File: src/rtl/wb_regfile.sv
// wb_regfile: writeback select, 32x32 register file with async reads.
// Optional macro WB_BYPASS_EN: write-through from the writeback value to the read ports.
module wb_regfile (
  input  logic        clk,
  input  logic        rst,
  input  logic        wb_RegWrite,
  input  logic        wb_MemtoReg,
  input  logic        wb_Jump,
  input  logic [5:0]  wb_opcode,
  input  logic [31:0] wb_pc,
  input  logic [31:0] wb_rd,
  input  logic [31:0] wb_alu_out,
  input  logic [4:0]  wb_mux,
  input  logic [4:0]  rs_addr,
  input  logic [4:0]  rt_addr,
  output logic [31:0] rs_data,
  output logic [31:0] rt_data,
  output logic [31:0] fwd_data,
  output logic [4:0]  fwd_dest,
  output logic        fwd_valid,
  output logic [31:0] wr_count
);

  logic [31:0] regs_q [32];
  logic [31:0] cnt_q;
  logic [1:0]  off;
  logic [7:0]  ld_byte;
  logic [15:0] ld_half;
  logic [31:0] ld_data;

  assign off = wb_alu_out[1:0];

  // big-endian: offset 0 is the most significant byte
  always_comb begin
    ld_byte = 8'h00;
    unique case (off)
      2'd0: ld_byte = wb_rd[31:24];
      2'd1: ld_byte = wb_rd[23:16];
      2'd2: ld_byte = wb_rd[15:8];
      2'd3: ld_byte = wb_rd[7:0];
    endcase
  end

  assign ld_half = off[1] ? wb_rd[15:0] : wb_rd[31:16];

  always_comb begin
    ld_data = wb_rd;
    case (wb_opcode)
      6'h20:   ld_data = {{24{ld_byte[7]}}, ld_byte};
      6'h24:   ld_data = {24'h0, ld_byte};
      6'h21:   ld_data = {{16{ld_half[15]}}, ld_half};
      6'h25:   ld_data = {16'h0, ld_half};
      default: ld_data = wb_rd;
    endcase
  end

  always_comb begin
    fwd_data = wb_alu_out;
    if (wb_Jump)
      fwd_data = wb_pc;
    else if (wb_MemtoReg)
      fwd_data = ld_data;
  end

  assign fwd_dest  = wb_Jump ? 5'd31 : wb_mux;
  assign fwd_valid = wb_RegWrite && (fwd_dest != 5'd0);

  // r0 is never written because fwd_valid excludes it
  always_ff @(posedge clk) begin
    if (rst) begin
      for (int i = 0; i < 32; i++)
        regs_q[i] <= 32'h0;
      cnt_q <= 32'h0;
    end else if (fwd_valid) begin
      regs_q[fwd_dest] <= fwd_data;
      cnt_q <= cnt_q + 32'd1;
    end
  end

`ifdef WB_BYPASS_EN
  assign rs_data = (fwd_valid && rs_addr == fwd_dest) ?
                   fwd_data : regs_q[rs_addr];
  assign rt_data = (fwd_valid && rt_addr == fwd_dest) ?
                   fwd_data : regs_q[rt_addr];
`else
  assign rs_data = regs_q[rs_addr];
  assign rt_data = regs_q[rt_addr];
`endif

  assign wr_count = cnt_q;

endmodule

File: config.mk
export PLATFORM = sky130hd
export DESIGN_NAME = wb_regfile
export DESIGN_NICKNAME = d
export VERILOG_FILES = /design/src/rtl/wb_regfile.sv
export SDC_FILE = /design/constraint.sdc
export NUM_CORES = 2
export LEC_CHECK = 0
export CELL_PAD_IN_SITES_DETAIL_PLACEMENT = 0
export CELL_PAD_IN_SITES_GLOBAL_PLACEMENT = 2
export CORE_UTILIZATION = 46
export DETAILED_ROUTE_END_ITERATION = 7
export PLACE_DENSITY_LB_ADDON = 0.1
export RECOVER_POWER = 25
export SETUP_SLACK_MARGIN = 0.02
export SYNTH_ARGS = -nofsm -noshare
export SYNTH_HDL_FRONTEND = slang
export SYNTH_SLANG_ARGS = --single-unit
export TNS_END_PERCENT = 100
File: constraint.sdc
create_clock -name clk -period 6.9 [get_ports clk]
set_clock_uncertainty 0.2 [all_clocks]
set_input_delay 0.69 -clock clk [delete_from_list [all_inputs] [get_ports clk]]
set_output_delay 0.69 -clock clk [all_outputs]
set_load 0.05 [all_outputs]
==> qor.yml <==
cp_slowest_cell: "nor4_1"
cts_setup_buffers: 0
vias: 39700
swShare_pct: 27.2
grt_usage_pct: 33.3
rsz0062_at_grt: "false"
die_h_um: 348
fp.coreArea_um2: 118000
setup_viol: 0
final_hold_viol_count: 0
die-area_um2: 121000
grt_max_degree: 96
fin_nets: 4757
r2r_setup_slack_ns: 4.56
synthXorXnorAreaFrac_pct: 0.461
crit_path_frequent_cell: "clkbuf_1"
antenna_found_initial: 2
ys.flop_type: "edfxtp_1"
finalCritPeriodShare_pct: 89.9
io_pins: 256
hp-class: "reg2reg"
synthMuxAreaShare_pct: 20.1
numCtsBuffers: 118
arrival_ns: 6.39
post_drt_wl_per_cell_um: 32.1
slew_headroom_pct: -117
synth_seq_cells: 1056
wl_um: 203000
synthAdderAreaFrac_pct: 0.0227
min_from: "wr_count[10]"
synthSimpleGateAreaFrac_pct: 13.4
synth_cell_types: 55
first_iter_violations: 4548
worstSkewPairLatency_ns: 0.72
reg2reg_from: "wr_count[3]"
final_cell_area_um2: 63500
r2r_end: "wr_count[28]"
ctsResizeCount: 0
crit_type: "in2reg"
total_power_mw: 16.2
drive_gt1_share_pct: 14.0
yosysTopAreaCellShare_pct: 55.8
crit_path_cell_trace: "dlygate4sd3_1 > nor4_1 > a2111oi_2 > clkbuf_1 > nand2_1 > clkbuf_1 > nor2_1"
die_w_um: 348
rows: 126
yosys-top-cells-area: "edfxtp_1 56%, mux4_2 11%, mux2i_1 9.5%"
final_cells: 6333
start_util_pct: 46.5
place_area_um2: 59800
path_buf_inv: 3
num_antenna_cells: 0
clockBufferDepth: 3
async_flop_share_pct: 0
cts.sinks: 1056
cts-root-buf: "clkbuf_16"
routabilityCongestion: 0.983
ir_drop_v: 0.000216
utilization_pct: 53.6
dp.cells: 6114
outcome: "complete, but fails checks"
grt_pass1_vias: 39100
path_clk_slew_ns: 0.06
first_pass_iters: 6
cp_slowest_stage_delay_ns: 2.35
postSynthCellCount: 4496
numPortBuffers: 255
start_kind: "primary input"
synth_top_family_by_area: "multiplexers"
fmax_mhz: 161
p_clk_share_pct: 38.6
yosysWarnings: 0
holdPathEnd: "wr_count[10]"
hold-path-cell-count: 2
cts_tree: "done"
grt_overflow_total: 0
ctsHoldBuffers: 0
avgViaCountPerCell: 6.26
remaining_drc_errors: 0
grt_pass1_wl_um: 285000
p_int_mw: 11.8
r2r.worst_path.cells: 5
synth_compound_area_share_pct: 5.50
worstSetupEndpointType: "register"
worstPathRequired_ns: 7.09
crit_family: "buffers and inverters"
ant_nets: 0
final_max_slew_viol_count: 326
power_frac_comb_pct: 14.9
cp_max_fo: 32
sequentialPowerShare_pct: 46.5
p_switching_mw: 4.42
area_delta_synth_final_pct: 15.3
ys_seq_area_share_pct: 57.0
synth_area_um2: 55100
synth-edff-count: 1024
worst_pin_slew_ns: 3.26
violations: "max-capacitance violations, max-slew violations"
synth_top_area_cell: "edfxtp_1"
power.density_nw_per_um2: 255
dp_hpwl_um: 126000
htree_levels: 3
p_leak_nw: 22.8
setup_tns_ns: 0
avgSynthCellArea_um2: 12.2
max_cap_viol_count: 13
final.min_clock_period_ns: 6.20
## power groups by stage
stage	sequential (mW)	combinational, mW	clock, mW
2_1_floorplan	7.62	1.45	0
3_3_place_gp	7.64	2.39	0
3_5_place_dp	7.66	2.40	0
4_1_cts	7.53	2.40	6.32
5_1_grt	7.57	2.51	6.54
6_report	7.54	2.42	6.26
## cells by family after synthesis
| kind of cell | count (synthesis) |
|---|---|
| buffers and inverters | 462 |
| flip-flops | 1056 |
| adder cells (fa/ha/maj) | 1 |
| multiplexers | 784 |
| AND/OR/NAND/NOR | 1692 |
| other | 1 |
| AO/OA/AOI/OAI | 471 |
| XOR/XNOR | 29 |
## synthesized netlist by cell type, types with 5 or more instances
master,count
a22oi_1,193
buf_1,47
xnor2_1,16
and2_1,6
nor4_1,9
nand4_1,72
dfxtp_1,32
o21ai_1,9
xor2_1,13
nand2b_1,38
buf_2,140
nor2_1,1051
a221oi_2,5
nor2b_1,136
o21ai_2,10
mux4_2,257
o221a_2,5
nand2_1,170
a21oi_1,208
and3_1,7
o21ai_0,23
clkbuf_1,240
edfxtp_1,1024
and4_1,9
inv_1,27
o221ai_1,9
mux2i_1,523
nand3_1,173
## placed cells by master, fill, tap and decap left out, types with 10 or more instances in the layout
cell,count
dfxtp_1,32
o21ai_0,23
clkdlybuf4s50_1,215
nand2b_1,16
clkbuf_1,45
inv_1,27
nor2b_1,132
mux2i_1,523
nand2b_2,20
nand3_1,173
xnor2_1,16
nor2_1,1046
clkinv_2,28
bufinv_16,11
dlygate4sd3_1,33
xor2_1,13
clkinv_1,26
mux4_2,257
o21ai_2,15
nand2_1,170
nand4_1,72
conb_1,32
nor4_1,10
buf_12,18
a22oi_1,193
buf_4,124
edfxtp_1,1024
a21oi_1,208
clkbuf_16,120
## worst max-delay path by stage
stage	slack, ns	to	cells after the start	startpoint
2_1_floorplan	3.25	rt_data[10]	7	rt_addr[0]
3_3_place_gp	1.53	fwd_data[14]	7	wb_opcode[1]
3_5_place_dp	1.52	fwd_data[14]	7	wb_opcode[1]
4_1_cts	1.52	fwd_data[14]	7	wb_opcode[1]
5_1_grt	0.70	regs_q[22][0]	7	rst
6_report	0.70	regs_q[16][11]	7	wb_mux[3]
## per-layer routing
layer	vias up	GRT usage, %	share of wire [%]
met2	1950	54.1	48
li1	16900	-	-
met1	20400	44.0	39
met3	384	5.15	7.8
met4	0	15.7	5.3
met5	-	0	0
## tightest hold or removal path, stage by stage (launching register included)
cell,delay (ns)
dfxtp_1,0.33
o21ai_0,0.07
a21oi_1,0.06
## cell type report
type,count,area (um^2)
clock buffer,147,3110
clock inverter,72,674
tap,1600,2000
timing repair buffer,419,3940
multi-input combinational,3009,22300
inverter,30,113
sequential,1056,31400
fill,10200,54900
## stage by stage
step / setup slack, ns / hold slack [ns]
after floorplan: 3.25 / 0.521
after global placement: 1.53 / 0.291
after detailed placement: 1.52 / 0.301
after CTS: 1.52 / 0.293
after global routing: 0.695 / 0.335
final: 0.698 / 0.304
## flip-flops by register name (all words and copies together), names as in the netlist
register  flops
regs_q     1024
wr_count     32
No activity file was read; power rests on OpenSTA's default activity.
